`config.mk`:
```
export PLATFORM = sky130hd
export DESIGN_NAME = led_divider_ctrl
export DESIGN_NICKNAME = d
export VERILOG_FILES = /design/src/rtl/led_div_pkg.sv /design/src/rtl/div_channel.sv /design/src/rtl/led_divider_ctrl.sv
export SDC_FILE = /design/constraint.sdc
export NUM_CORES = 1
export LEC_CHECK = 0
export BUFFER_PORTS_ARGS = -buffer_cell sky130_fd_sc_hd__buf_4
export CAP_MARGIN = 15
export CORE_ASPECT_RATIO = 1.75
export CORE_MARGIN = 2
export CORE_UTILIZATION = 50
export CTS_CLUSTER_SIZE = 8
export DETAILED_ROUTE_END_ITERATION = 10
export PLACE_DENSITY = 0.66
export SYNTH_ARGS = -nofsm -noshare
export SYNTH_HDL_FRONTEND = slang
export SYNTH_SLANG_ARGS = --single-unit
```
`constraint.sdc`:
```
create_clock -name CLK -period 4.3 [get_ports CLK]
set_clock_uncertainty 0.2 [all_clocks]
set_input_delay 0.86 -clock CLK [delete_from_list [all_inputs] [get_ports CLK]]
set_output_delay 0.86 -clock CLK [all_outputs]
set_load 0.05 [all_outputs]
```
`src/rtl/led_div_pkg.sv`:
```
// Shared types, default parameters and half-period helper for the LED divider.
package led_div_pkg;

   localparam int NUM_CH_DEF    = 3;
   localparam int CNT_W_DEF     = 26;
   localparam int DIV_RESET_DEF = 50000000;

   typedef enum logic [1:0] {
      S_IDLE,
      S_WAIT_BND,
      S_COMMIT
   } cfg_state_e;

   // Divisors below 2 behave as 2; odd divisors round down.
   function automatic logic [31:0] half_period(input logic [31:0] div);
      return (div < 32'd2) ? 32'd1 : (div >> 1);
   endfunction

endpackage

```
`src/rtl/div_channel.sv`:
```
// One LED divider channel: half-period counter, toggle output, load port.
module div_channel
   import led_div_pkg::*;
#(
   parameter int CNT_W     = CNT_W_DEF,
   parameter int DIV_RESET = DIV_RESET_DEF
) (
   input  logic             clk,
   input  logic             rst_n,
   input  logic             load,
   input  logic [CNT_W-1:0] ld_div,
   input  logic             ld_en,
   output logic             en,
   output logic             bnd,
   output logic             led
);

   logic [CNT_W-1:0] div_q, div_d;
   logic [CNT_W-1:0] cnt_q, cnt_d;
   logic             en_q, en_d;
   logic             led_q, led_d;
   logic [CNT_W-1:0] half;

   assign half = CNT_W'(half_period(32'(div_q)));
   assign bnd  = en_q && (cnt_q == half - CNT_W'(1));
   assign en   = en_q;
   assign led  = led_q;

   always_comb begin
      div_d = div_q;
      en_d  = en_q;
      cnt_d = cnt_q;
      led_d = led_q;
      if (load) begin
         // A commit overrides any boundary in the same cycle.
         div_d = ld_div;
         en_d  = ld_en;
         cnt_d = '0;
         led_d = ld_en ? led_q : 1'b0;
      end else if (!en_q) begin
         cnt_d = '0;
         led_d = 1'b0;
      end else if (bnd) begin
         cnt_d = '0;
         led_d = ~led_q;
      end else begin
         cnt_d = cnt_q + CNT_W'(1);
      end
   end

   always_ff @(posedge clk or negedge rst_n) begin
      if (!rst_n) begin
         div_q <= CNT_W'(DIV_RESET);
         en_q  <= 1'b1;
         cnt_q <= '0;
         led_q <= 1'b0;
      end else begin
         div_q <= div_d;
         en_q  <= en_d;
         cnt_q <= cnt_d;
         led_q <= led_d;
      end
   end

endmodule

```
`src/rtl/led_divider_ctrl.sv`:
```
// Multi-channel LED divider with a glitch-free, boundary-aligned config FSM.
module led_divider_ctrl
   import led_div_pkg::*;
#(
   parameter int NUM_CH    = NUM_CH_DEF,
   parameter int CNT_W     = CNT_W_DEF,
   parameter int DIV_RESET = DIV_RESET_DEF
) (
   input  logic              CLK,
   input  logic              RST_N,
   input  logic              cfg_valid,
   output logic              cfg_ready,
   input  logic [1:0]        cfg_ch,
   input  logic [CNT_W-1:0]  cfg_div,
   input  logic              cfg_en,
   output logic [NUM_CH-1:0] LED,
   output logic              busy
);

   cfg_state_e        state_q, state_d;
   logic [1:0]        req_ch_q, req_ch_d;
   logic [CNT_W-1:0]  req_div_q, req_div_d;
   logic              req_en_q, req_en_d;
   logic [NUM_CH-1:0] ch_en, ch_bnd, ch_load;
   logic [3:0]        en_pad, bnd_pad;
   logic              ch_ok;

   assign en_pad  = 4'(ch_en);
   assign bnd_pad = 4'(ch_bnd);
   assign ch_ok   = 32'(cfg_ch) < 32'(NUM_CH);

   for (genvar i = 0; i < NUM_CH; i++) begin : g_ch
      assign ch_load[i] = (state_q == S_COMMIT) && (req_ch_q == 2'(i));

      div_channel #(
         .CNT_W    (CNT_W),
         .DIV_RESET(DIV_RESET)
      ) u_ch (
         .clk   (CLK),
         .rst_n (RST_N),
         .load  (ch_load[i]),
         .ld_div(req_div_q),
         .ld_en (req_en_q),
         .en    (ch_en[i]),
         .bnd   (ch_bnd[i]),
         .led   (LED[i])
      );
   end

   always_comb begin
      state_d   = state_q;
      req_ch_d  = req_ch_q;
      req_div_d = req_div_q;
      req_en_d  = req_en_q;
      cfg_ready = (state_q == S_IDLE);
      busy      = (state_q != S_IDLE);
      unique case (state_q)
         S_IDLE: begin
            if (cfg_valid) begin
               req_ch_d  = cfg_ch;
               req_div_d = cfg_div;
               req_en_d  = cfg_en;
               // Only a running channel needs to wait for its boundary.
               if (!ch_ok || !en_pad[cfg_ch] || !cfg_en) begin
                  state_d = S_COMMIT;
               end else begin
                  state_d = S_WAIT_BND;
               end
            end
         end
         S_WAIT_BND: begin
            if (bnd_pad[req_ch_q]) begin
               state_d = S_COMMIT;
            end
         end
         S_COMMIT: begin
            state_d = S_IDLE;
         end
         default: begin
            state_d = S_IDLE;
         end
      endcase
   end

   always_ff @(posedge CLK or negedge RST_N) begin
      if (!RST_N) begin
         state_q   <= S_IDLE;
         req_ch_q  <= '0;
         req_div_q <= '0;
         req_en_q  <= 1'b0;
      end else begin
         state_q   <= state_d;
         req_ch_q  <= req_ch_d;
         req_div_q <= req_div_d;
         req_en_q  <= req_en_d;
      end
   end

endmodule

```
==> metrics <==
Remaining DRCs=0; final core utilization=roughly three fifths; crit path time final=around 4.1 ns; CP max-delay cell=or4_1; htree depth=4; Clock power frac=between 40% and 50%; commonest non-fill, non-tap cells in the layout=dfrtp_1 (150), nor2_1 (118), mux2_2 (101), buf_4 (100), xor2_1 (87); Pins Over Slew Limit=0; Post-synth EDFFs=0; Layout area overhead=14.6%; Post-DP HPWL=roughly 21000 um; Vias=slightly above 8000; Final Net Count=~1200; maxcap violations=0; ys async rst share=100%; net switching fraction of the power=about a fifth; Setup crit start kind=register; CTS tree=yes; final-report hold violation count=0; TritonCTS buffer count=17; gr ovfl total=0; total global-route track usage=approximately 25%; final setup violation count=0; leakage=5.55 nW; worst-path maximum fanout=26; DR WL/cell=approximately 19 um; setup TNS=0 ns; post-route ant nets=0; CTS root buf=clkbuf_16; Pint=~0.0027 W; post-synthesis register bit count=189; commonest non-fill, non-tap cell in the layout=dfrtp_1; CTS Buffer Depth=2; ratio of cells with drive above 1 in the final layout=a little over a quarter; Avg Inst Size Synth=10.2 um^2; IO buf count=35; sw power=between 0.0007 and 0.0008 W; crit share post-route=about 95%; Post-Syn Nets=1098; DR pass1 iterations=5; I/O pin count=37; class of the worst hold path=in -> async; post-synthesis cell area=10800 um^2; CP max stage delay=about 0.64 ns; largest net degree at the start of global routing=between 90 and 100; drt first-iter violations=415; total wire length=~27000 um; antenna violations before repair=0; Inserted Diodes=0; warnings from Yosys=0; RSZ-0062 raised after global routing=false; Core Rows=just over 70; Peak Freq=about 240 MHz; kind of end point of the critical path=register; Core Area=between 20000 and 25000 um^2; hold_ws=0.240 ns; PD cells=281 nW/um^2; status=finished clean; Worst Tran Pin Value=around 0.8 ns; Die Y-Extent=198 um; number of hold buffers added after cts=0; vias in the first global route=8368; first-pass GRT wire length=between 40000 and 50000 um; Main synth FF type=dfrtp_1; Sequential Power Share=51.1%; CTS Sinks=approximately 190; combinational power share=about 1.8%; DR vias/cell=5.74; clk slew on worst S/H paths=about 0.070 ns; sequential area share after synthesis=between 40% and 50%; GPL Wtd Cong=0.922; Initial Util=roughly half; Clock Latency Late Sink=roughly 0.45 ns; Worst Path Arrival=around 4.2 ns; Max VDD drop=between 300 and 400 uV; Die Width=~120 um; Rel. slew slack=a little under half; crit path kind=reg -> reg; CP cell instances=nor4_1 -> and3_1 -> a31oi_1 -> ha_1 -> or4b_2 -> nor2_1 -> buf_4 -> nand3_1 -> or4_1 -> a211oi_4 -> nand3_1 -> nand2b_1 -> buf_12 -> nor2_1; Mapped Cells=roughly 1100; Critical Path RT=4.44 ns; Synth cell types=between 70 and 80; die area=about 23000 um^2
[sequential cells by signal, indices dropped and copies added (netlist names)]
| name | count |
|---|---|
| req_div_q | 25 |
| g_ch.u_ch.div_q | 75 |
| g_ch.u_ch.en | 3 |
| req_ch_q | 2 |
| g_ch.u_ch.cnt_q | 78 |
| g_ch.u_ch.led | 3 |
| req_en_q | 1 |
| state_q | 2 |
[through the flow]
stage	setup WS (ns)	instances	power, W	instance area, um^2
6_report	0.197	1409	0.00348	12400
5_1_grt	0.00847	1409	0.00359	12400
4_1_cts	0.134	1408	0.00352	12300
2_1_floorplan	0.317	1060	0.00181	10800
3_5_place_dp	0.156	1376	0.00188	11700
3_3_place_gp	0.197	1376	0.00187	11700
[cell type report]
cell class | count | area [um^2]
Timing Repair Buffer | 105 | 845
Clock inverter | 12 | 160
Tap cell | 255 | 319
Multi-Input combinational cell | 810 | 5760
Fill cell | 1874 | 8950
Sequential cell | 189 | 4780
Inverter | 18 | 67.6
Clock buffer | 20 | 447
[cells in the mapped netlist, types with 3 or more instances]
master     count  area [um^2]
nor4_1        19          119
a21boi_0       5         37.5
nand3b_1       6         45.0
a21oi_1       17         85.1
nor4b_1        7         61.3
xnor2_1       73          639
or3_1          7         43.8
dfstp_2       39         1020
or2_2          4         25.0
o2111ai_1      4         35.0
mux2i_1        7         70.1
o31ai_1        5         37.5
o21ai_0       20          100
xor2_1        87          762
and2_1         9         56.3
or4_1         11         82.6
nor2b_1       11         68.8
buf_4          4         30.0
nor3_1        34          170
clkbuf_1      23         86.3
nand4b_1       4         35.0
buf_6          8         90.1
or4_4          3         33.8
a31oi_1       12         75.1
a211oi_1       4         30.0
o211ai_1       4         30.0
nand2_1       60          225
nand3_1       48          240
mux2_2       101         1140
and4_1         7         61.3
nand4_1       27          169
and3_1        23          144
nor3b_1        6         45.0
inv_1         18         67.6
nor2_1       119          447
dfrtp_1      150         3750
nand2b_1      18          113
ha_1           6         75.1
buf_1          5         18.8
[repair_timing]
item,in CTS,in global routing
buffers inserted,0,1
endpoints found under the setup margin,0,61
resized for setup,0,7
[critical path: cells and delay by family, from the launching register on]
| family | cells | cell delay, ns |
|---|---|---|
| AO/OA/AOI/OAI | 2 | 0.61 |
| buffers and inverters | 2 | 0.32 |
| adder cells (fa/ha/maj) | 1 | 0.21 |
| flip-flops | 1 | 0.57 |
| AND/OR/NAND/NOR | 9 | 2.10 |
[power by group through the flow]
| stage | clock (W) | sequential (W) | combinational [W] |
|---|---|---|---|
| 2_1_floorplan | 0 | 0.00181 | 0.000000459 |
| 3_3_place_gp | 0 | 0.00181 | 0.0000632 |
| 3_5_place_dp | 0 | 0.00181 | 0.0000636 |
| 4_1_cts | 0.00168 | 0.00178 | 0.0000639 |
| 5_1_grt | 0.00174 | 0.00178 | 0.0000705 |
| 6_report | 0.00164 | 0.00178 | 0.0000612 |
[worst paths after layout]
check                                       startpoint                      to  slack (ns)  cells past startpoint
worst min register to register         g_ch[0].u_ch.en         g_ch[0].u_ch.en        0.34                      2
worst max register to register  g_ch[2].u_ch.div_q[17]  g_ch[2].u_ch.cnt_q[21]        0.20                     14
max in group asynchronous                        RST_N   g_ch[1].u_ch.div_q[7]        2.75                      2
worst min-delay path                             RST_N   g_ch[2].u_ch.cnt_q[4]        0.24                      1
min in group CLK                       g_ch[0].u_ch.en         g_ch[0].u_ch.en        0.34                      2
worst max-delay path            g_ch[2].u_ch.div_q[17]  g_ch[2].u_ch.cnt_q[21]        0.20                     14
[cells by family after synthesis]
family / count (synthesis) / synth area share, %
multiplexers: 108 / 11.2
adder cells (fa/ha/maj): 6 / 0.695
buffers and inverters: 61 / 2.85
AO/OA/AOI/OAI: 98 / 6.26
XOR/XNOR: 160 / 13.0
AND/OR/NAND/NOR: 438 / 21.8
flip-flops: 189 / 44.3
[metal layers]
layer | track usage (%) | share of wire [%] | up-vias
li1 | - | - | 3927
met1 | 26.2 | 37 | 3961
met2 | 46.8 | 56 | 134
met3 | 3.93 | 2.0 | 70
met4 | 14.6 | 5.2 | 0
met5 | 0 | 0 | -
Note: power is estimated with default switching activity, not from simulation.
